File: src/rtl/flag_unit.sv
// flag_unit: architectural {V,N,Z} flag register, ID/EX control copy and
// flag RAW hazard detection for conditional branches resolved in ID.
module flag_unit #(
    parameter int unsigned DW   = 16,
    parameter int unsigned OP_W = 4
) (
    input  logic            clk,
    input  logic            rst,
    input  logic            id_valid,
    input  logic [OP_W-1:0] id_opcode,
    input  logic            id_branch,
    input  logic [2:0]      id_cond,
    input  logic            pipe_stall,
    input  logic            ex_flush,
    input  logic [DW-1:0]   alu_result,
    input  logic            alu_ovfl,
    output logic [2:0]      F,
    output logic            flag_hazard,
    output logic            ex_sets_flags
);

    localparam int unsigned FW          = 3;
    localparam logic [2:0]  COND_ALWAYS = 3'b111;

    logic            ex_valid_q;
    logic [OP_W-1:0] ex_op_q;
    logic [FW-1:0]   mask_ex;
    logic [FW-1:0]   f_new;
    logic            we;

    // Per-opcode flag write mask, ordered {V,N,Z}.
    function automatic logic [FW-1:0] wmask(input logic [OP_W-1:0] op);
        logic [FW-1:0] m;
        m = '0;
        case (op)
            OP_W'(4'h0), OP_W'(4'h1):               m = 3'b111;
            OP_W'(4'h2), OP_W'(4'h4),
            OP_W'(4'h5), OP_W'(4'h6):               m = 3'b001;
            default:                                m = 3'b000;
        endcase
        return m;
    endfunction

    // Decode of the EX-stage instruction and hazard detection.
    always_comb begin
        mask_ex       = wmask(ex_op_q);
        ex_sets_flags = ex_valid_q & (mask_ex != '0);
        flag_hazard   = id_valid & id_branch & (id_cond != COND_ALWAYS) & ex_sets_flags;
        we            = ex_valid_q & ~pipe_stall;
        f_new         = {alu_ovfl, alu_result[DW-1], (alu_result == '0)};
    end

    // Flag register: only mask-selected bits take the new value.
    always_ff @(posedge clk or posedge rst) begin
        if (rst) begin
            F <= '0;
        end else if (we) begin
            F <= (f_new & mask_ex) | (F & ~mask_ex);
        end
    end

    // ID/EX control copy: flush > stall > hazard bubble > advance.
    always_ff @(posedge clk or posedge rst) begin
        if (rst) begin
            ex_valid_q <= 1'b0;
            ex_op_q    <= '0;
        end else if (ex_flush) begin
            ex_valid_q <= 1'b0;
            ex_op_q    <= id_opcode;
        end else if (pipe_stall) begin
            ex_valid_q <= ex_valid_q;
            ex_op_q    <= ex_op_q;
        end else if (flag_hazard) begin
            ex_valid_q <= 1'b0;
        end else begin
            ex_valid_q <= id_valid;
            ex_op_q    <= id_opcode;
        end
    end

endmodule

File: config.mk
export PLATFORM = sky130hd
export DESIGN_NAME = flag_unit
export DESIGN_NICKNAME = d
export VERILOG_FILES = /design/src/rtl/flag_unit.sv
export SDC_FILE = /design/constraint.sdc
export NUM_CORES = 1
export LEC_CHECK = 0
export ABC_AREA = 1
export CAP_MARGIN = 20
export CORE_MARGIN = 2
export CORE_UTILIZATION = 32
export DETAILED_ROUTE_END_ITERATION = 10
export GPL_TIMING_DRIVEN = 0
export PLACE_DENSITY_LB_ADDON = 0.1
export SETUP_SLACK_MARGIN = 0.3
export SLEW_MARGIN = 20
export SYNTH_ARGS = -nofsm -noshare
export SYNTH_HDL_FRONTEND = slang
export SYNTH_SLANG_ARGS = --single-unit
File: constraint.sdc
create_clock -name clk -period 1.4 [get_ports clk]
set_input_delay 0.28 -clock clk [delete_from_list [all_inputs] [get_ports clk]]
set_output_delay 0.28 -clock clk [all_outputs]
set_load 0.1 [all_outputs]
## Word-level counts from Yosys, hierarchy flattened

Cells that the tools add are included.
Widths: inputs -> output; s select.

- Bits in registers: 8
- Latch bits: 0
- RAM bits: 0
- Bits in read-only memories: 0
- Input bits: 30
- Output and inout bits: 5
- Memories kept: 0

- $add $sub $neg: 0
- Multipliers: 0
- Divide/modulo/power cells: 0
- Order comparisons: 0
- Equality and inequality tests: 8
- Shift operators: 0
- Multiplexer cells: 7
- Bitwise logic cells: 10
- Reductions and logical operators: 6

Operators by type and width:

| operator | number |
|---|---|
| $logic_not 16->1 | 1 |
| $eq 4x3->1 const B | 3 |
| $mux 4 | 3 |
| $and 3x3->3 | 2 |
| $pmux 3 s2 | 1 |
| $and 1x1->1 | 5 |
| $eq 4x1->1 const B | 1 |
| $eq 4x2->1 const B | 1 |
| $logic_not 4->1 | 1 |
| $reduce_or 4->1 | 1 |
| $mux 1 | 3 |
| $ne 3x3->1 const B | 1 |
| $not 3->3 | 1 |
| $or 3x3->3 | 1 |
| $reduce_bool 3->1 | 1 |
| $ne 2x1->1 const B | 1 |
| $ne 2x2->1 const B | 1 |
| $reduce_and 2->1 | 1 |
| $reduce_or 2->1 | 1 |
| $not 1->1 | 1 |

## Logic depth before layout (Yosys ltp)

Gate-level depths: netlist of the first run.

- Depth after elaboration: 9
- Gate-level depth with buffers: 7
- Depth with buffers taken out: 7

## Worst setup path after synthesis of the first run

Ideal clock, no wire load.

- Path type: flip-flop to flip-flop
- Start: register ex_op_q[3]
- End: register with a tool-made name
- Library setup time: 70 ps
- Arrival time: 1418 ps
- Setup slack: -88 ps
- Stages on the path, launching flop included: 6
- Clock period less this slack: 1488 ps
- Path through: dfrtp_1 > inv_1 > nand3_4 > inv_1 > nand4_1 > nand2_1

RTL lines:

| item | RTL line | source |
|---|---|---|
| start, declared | 26 | `logic [OP_W-1:0] ex_op_q;` |
| start signal, assigned | 69 | `ex_op_q <= id_opcode;` |
| start signal, assigned | 72 | `ex_op_q <= ex_op_q;` |
| start signal, assigned | 77 | `ex_op_q <= id_opcode;` |

## Worst setup path in the final report of the first run

- Start: register ex_op_q[3]
- End: output flag_hazard

- Longest elaborated chain between the ends: 6
- Elaborated cells on any way between the ends: 12
- Those cells by class: eq/ne (5); mux (1); bitwise (2); reduce/logical (4)

RTL lines:

| item | RTL line | source |
|---|---|---|
| $eq 4x2->1, or another cell as far along | 35 | `case (op)` |
| $reduce_or 4->1 / $reduce_or 2->1 (equally long branches) | 35 |  |
| $pmux 3 s2 * | 35 |  |
| $reduce_bool 3->1 * | 47 | `ex_sets_flags = ex_valid_q & (mask_ex != '0);` |
| $and 1x1->1 * | 47 |  |
| $and 1x1->1 * | 48 | `flag_hazard = id_valid & id_branch & (id_cond != COND_ALWAYS) & ex_sets_flags;` |
| end, declared | 18 | `output logic flag_hazard,` |

Mark *: on every way between the ends. The rest lies on a longest branch, timed or not.

==> results.tsv, run 1 <==
metric	value	unit
grt-ovfl-total	0	
regToRegEndpoint	ex_op_q[0]$_DFFE_PP0P_	
die_x	42.1	microns
synth_edf_count	0	
antenna_found_initial	0	
avgSynthCellArea	7.25	sq um
maxCapViolCount	0	
cts_made_buffers	3	
setup_viol	2	
routedWlPerCell	11.7	microns
crit_arrival	1.19	ns
synth_cell_types	14	
fin_crit	1.47	ns
slowest_stage	dfrtp_1	
synth_warnings	0	
cts.hold.buffers_added	0	
drcViolationCount	0	
skew	0.00788	ns
synthArstFlopShare	100	%
place.gp.congestion	0.723	
dp_cells	113	
violations	negative setup slack	
hold_viol	0	
finalPower	0.843	mW
dr.pass1.iters	3	
antenna_cells	0	
ys_ff_latch	8	
netlist_instances	64	
synth.top_cells.by_count	16 x nand2_1, 11 x nand3_1, 11 x nor2_1	
pre_cts_ws	-1.14	ns
start_util	34.8	%
area_growth	118	%
drive_above_1_share	30.6	%
vias	583	
clock_latency	0.26	ns
hold_path_class	primary input to asynchronous set/reset pin	
rr_startpoint	ex_op_q[3]$_DFFE_PP0P_	
end_kind	primary output	
hpwlAfterDp	1.05	mm
cts_max_level	1	
grt_max_degree	9	
required	1.12	ns
cpPeakStageDelay	0.40	ns
rsz0062_at_grt	true	
path_max_fanout	3	
clkTransAtPathRegs	0.06	ns
cts.sinks	8	
fin_nets	139	
crit_chain	inv_2, nand3_4, nor2_4, buf_12	
clockBufferDepth	2	
fin_ws	-0.0711	ns
io-pin-count	35	
critPathKind	register to primary output	
dieArea	1770	sq um
synth_area_leaders	dfrtp_1 43%, nand2_1 13%, nand3_1 12%	
synth_flop_cell	dfrtp_1	
grt_util_all_layers	16.6	%
powerDensity	832	nW/um^2
synth_fp_nets	94	
chipHeight	42.1	microns
fin_crit_sh	105	%
drtAntennaViolNets	0	
cts_root_buf	clkbuf_4	
core_area	1330	sq um
rows	13	
grt_pass1_wl	2.24	mm
start_kind	register	
final_cells	123	
grt_pass1_vias	538	
design_area	1010	sq um
cts_tree	done	
wl	1.44	mm
synth_area	464	sq um
r2r_slack	0.12	ns
status	complete, but fails checks	
drt_iter0_drc	8	
routed_via_density	4.74	
maxSlewViolCount	0	
yosysMostFrequentCell	nand2_1	
place_area	833	sq um
yosysTopAreaCell	dfrtp_1	
max_slew_margin	79.3	%
power_leakage	0.477	nW
peakVddDrop	0.000524	V
reg2reg_depth	7	
worst_pin_slew	0.310	ns
seq_area_frac_synth	43.1	%
numPortBuffers	34	
max_freq	680	MHz
yosys.area.top_type_share	43.1	%
tns	-0.0761	ns
## cells in the final DEF (no fill, tap or decap), drive strengths merged
cell and count:
buf 11, clkbuf 4, clkdlybuf4s50 24, clkinvlp 1
dfrtp 8, dlygate4sd2 2, dlymetal6s2s 3, inv 7
nand2 17, nand3 12, nand3b 1, nand4 1
nor2 12, nor3 1, o21ai 4
## through the flow
| stage | utilization, % | hold WS, ns |
|---|---|---|
| floorplan | - | 0.0955 |
| global placement | 62.5 | 0.480 |
| detailed placement | 62.5 | 0.494 |
| CTS | 72.6 | 0.270 |
| global route | 76.0 | 0.320 |
| finish | 76.0 | 0.261 |
## routing by layer
metal / wire [microns] / vias up / global-route usage [%]
met1: 513 / 262 / 16.7
met4: 12 / 0 / 7.50
met2: 796 / 25 / 30.6
li1: - / 294 / -
met5: 0 / - / 0
met3: 118 / 2 / 5.60
## repair_timing
item                       4_1_cts  5_1_grt
setup endpoints to repair       12       12
cloned                           0        0
gates resized for setup         55        7
pin swaps                        7        4
buffers inserted                 3        3
## cell type report
class	instances	area, sq um
timing repair buffer	40	444
fill	104	320
multi-input combinational	48	287
sequential	8	204
inverter	8	33.8
clock buffer	4	26.3
tap	15	18.8
## worst max-delay path by stage
stage                                      start                     end  slack [ns]  depth (start not counted)
after floorplan           ex_op_q[1]$_DFFE_PP0P_  ex_op_q[0]$_DFFE_PP0P_       -0.06                          6
after global placement                  id_valid             flag_hazard       -1.13                          6
after detailed placement                id_valid             flag_hazard       -1.14                          6
after CTS                 ex_op_q[1]$_DFFE_PP0P_             flag_hazard       -0.10                          4
after global routing      ex_op_q[1]$_DFFE_PP0P_             flag_hazard        -0.1                          4
final                     ex_op_q[3]$_DFFE_PP0P_             flag_hazard       -0.07                          4
## critical path, delay by kind of cell (launching register included)
| kind | cells | cell delay (ns) |
|---|---|---|
| buf+inv | 2 | 0.28 |
| simple gates | 2 | 0.25 |
| flops | 1 | 0.40 |
## power breakdown
group	internal (mW)	switching, mW	total (mW)
Clock	0.109	0.0845	0.194
Combinational	0.169	0.195	0.363
Sequential	0.260	0.0258	0.286
## kinds of logic after synthesis
kind of cell	synth area share [%]
simple gates	45.3
compound gates	5.12
buf+inv	6.47
flops	43.1
No activity file was read; power rests on OpenSTA's default activity.
==> run 2: changes to the inputs <==
Settings changed: CAP_MARGIN 20 to 5, TNS_END_PERCENT set to 1.
==> results.tsv, run 2 (synthesized netlist as in run 1, its figures left out) <==
metric	value	unit
status	complete, but fails checks	
violations	negative setup slack	
cp_num_buf_inv	1	
hold_path_class	primary input to asynchronous set/reset pin	
drive_above_1_share	24.3	%
crit_chain	nand2_2, nand3_4, nor2_4, buf_12	
grt_pass1_vias	543	
rsz0062_at_grt	true	
start_kind	register	
sequentialPowerShare	34.3	%
crit_arrival	1.18	ns
finalPower	0.822	mW
io-pin-count	35	
dp_cells	113	
fill_cells	115	
drt_iter0_drc	5	
hpwlAfterDp	979	microns
clock_latency	0.27	ns
cts.hold.buffers_added	0	
cts_root_buf	clkbuf_4	
place.gp.congestion	0.813	
final_cells	122	
core_area	1330	sq um
area_growth	109	%
fin_hold_ws	0.259	ns
start_util	34.8	%
die_x	42.1	microns
drtAntennaViolNets	0	
routed_via_density	4.71	
cts_max_level	1	
powerDensity	849	nW/um^2
routedWlPerCell	11.3	microns
cts.sinks	8	
dr.pass1.iters	4	
grt-ovfl-total	0	
cp_top_family	flip-flops	
fin_crit_sh	104	%
final_cell_mix	25 x clkdlybuf4s50_1, 14 x nand2_1, 11 x nor2_1	
vias	575	
skew	0.00229	ns
antenna_found_initial	0	
tns	-0.0852	ns
power_frac_clock	22.8	%
maxCapViolCount	0	
required	1.12	ns
worst_pin_slew	0.319	ns
cts_made_buffers	3	
critPathKind	register to primary output	
clkTransAtPathRegs	0.06	ns
fin_nets	139	
grt_max_degree	9	
fin_crit	1.46	ns
place_area	830	sq um
grt_util_all_layers	17.5	%
path_max_fanout	4	
peakVddDrop	0.000611	V
comb_power_share	42.9	%
max_freq	684	MHz
rows	13	
cpPeakStageDelay	0.40	ns
maxSlewViolCount	0	
switchingPower	0.300	mW
hold_viol	0	
antenna_cells	0	
drcViolationCount	0	
numPortBuffers	34	
dieArea	1770	sq um
chipHeight	42.1	microns
grt_pass1_wl	2.35	mm
slowest_stage	dfrtp_1	
switching_share	36.5	%
layout_commonest_cell	clkdlybuf4s50_1	
p_int	0.522	mW
power_leakage	0.454	nW
cts_tree	done	
max_slew_margin	78.7	%
design_area	968	sq um
wl	1.38	mm
end_kind	primary output	
setup_viol	2	
clockBufferDepth	2	
fin_ws	-0.0615	ns
==> run 2: cell count changes in the layout (fill, tap and decap cells not counted), sizes merged <==
| cell | change |
|---|---|
| clkdlybuf4s50 | +1 |
| clkbuf | -1 |
| dlymetal6s2s | -2 |
| dlygate4sd2 | +1 |
==> run 2: worst reg2reg max path, stage by stage (launching register included) <==
cell and delay [ns]:
dfrtp_1 0.40, buf_4 0.14, buf_4 0.13, nor3_2 0.16, nand3_1 0.17, nand2_1 0.11, o21ai_1 0.06
==> run 2: cell type report <==
class	count	area (sq um)	area share, %
timing repair buffer	40	434	44.8
inverter	8	33.8	3.49
clock buffer	3	22.5	2.33
sequential	8	200	20.7
multi-input combinational	48	259	26.7
tap	15	18.8	1.94
==> run 2: worst paths after layout <==
check / from / endpoint / slack, ns / cells past startpoint
setup / recovery: ex_op_q[0]$_DFFE_PP0P_ / flag_hazard / -0.06 / 4
hold / removal: rst / ex_op_q[1]$_DFFE_PP0P_ / 0.26 / 2
setup reg to reg: ex_op_q[1]$_DFFE_PP0P_ / register / 0.12 / 6
hold reg to reg: ex_op_q[2]$_DFFE_PP0P_ / ex_op_q[2]$_DFFE_PP0P_ / 0.53 / 2
max in group asynchronous: rst / asynchronous set/reset pin / 0.90 / 2
min in group clk: id_valid / ex_valid_q$_DFFE_PP0P_ / 0.38 / 3
==> run 2: layer usage <==
metal	vias up	wire length [microns]	global-route usage, %
li1	293	-	-
met1	249	539	19.1
met2	28	655	30.9
met3	5	149	4.31
met4	0	32	9.38
met5	-	0	0
==> run 2: through the flow <==
step | utilization, % | setup WS [ns]
after floorplan | - | -0.0579
after global placement | 62.2 | -1.14
after detailed placement | 62.2 | -1.14
after CTS | 70.2 | -0.0695
after global routing | 72.6 | -0.120
final | 72.6 | -0.0615
==> run 2: power by group through the flow <==
stage                     Sequential (mW)  Clock (mW)  Combinational (mW)
after floorplan                     0.380           0              0.0706
after global placement              0.277           0               0.297
after detailed placement            0.278           0               0.301
after CTS                           0.282       0.182               0.344
after global routing                0.285       0.200               0.373
final                               0.282       0.187               0.353
==> run 2: repair_timing <==
item / in CTS / in global routing
pin swaps: 5 / 2
gates resized for setup: 50 / 5
endpoints found under the setup margin: 12 / 13
buffers inserted: 4 / 2
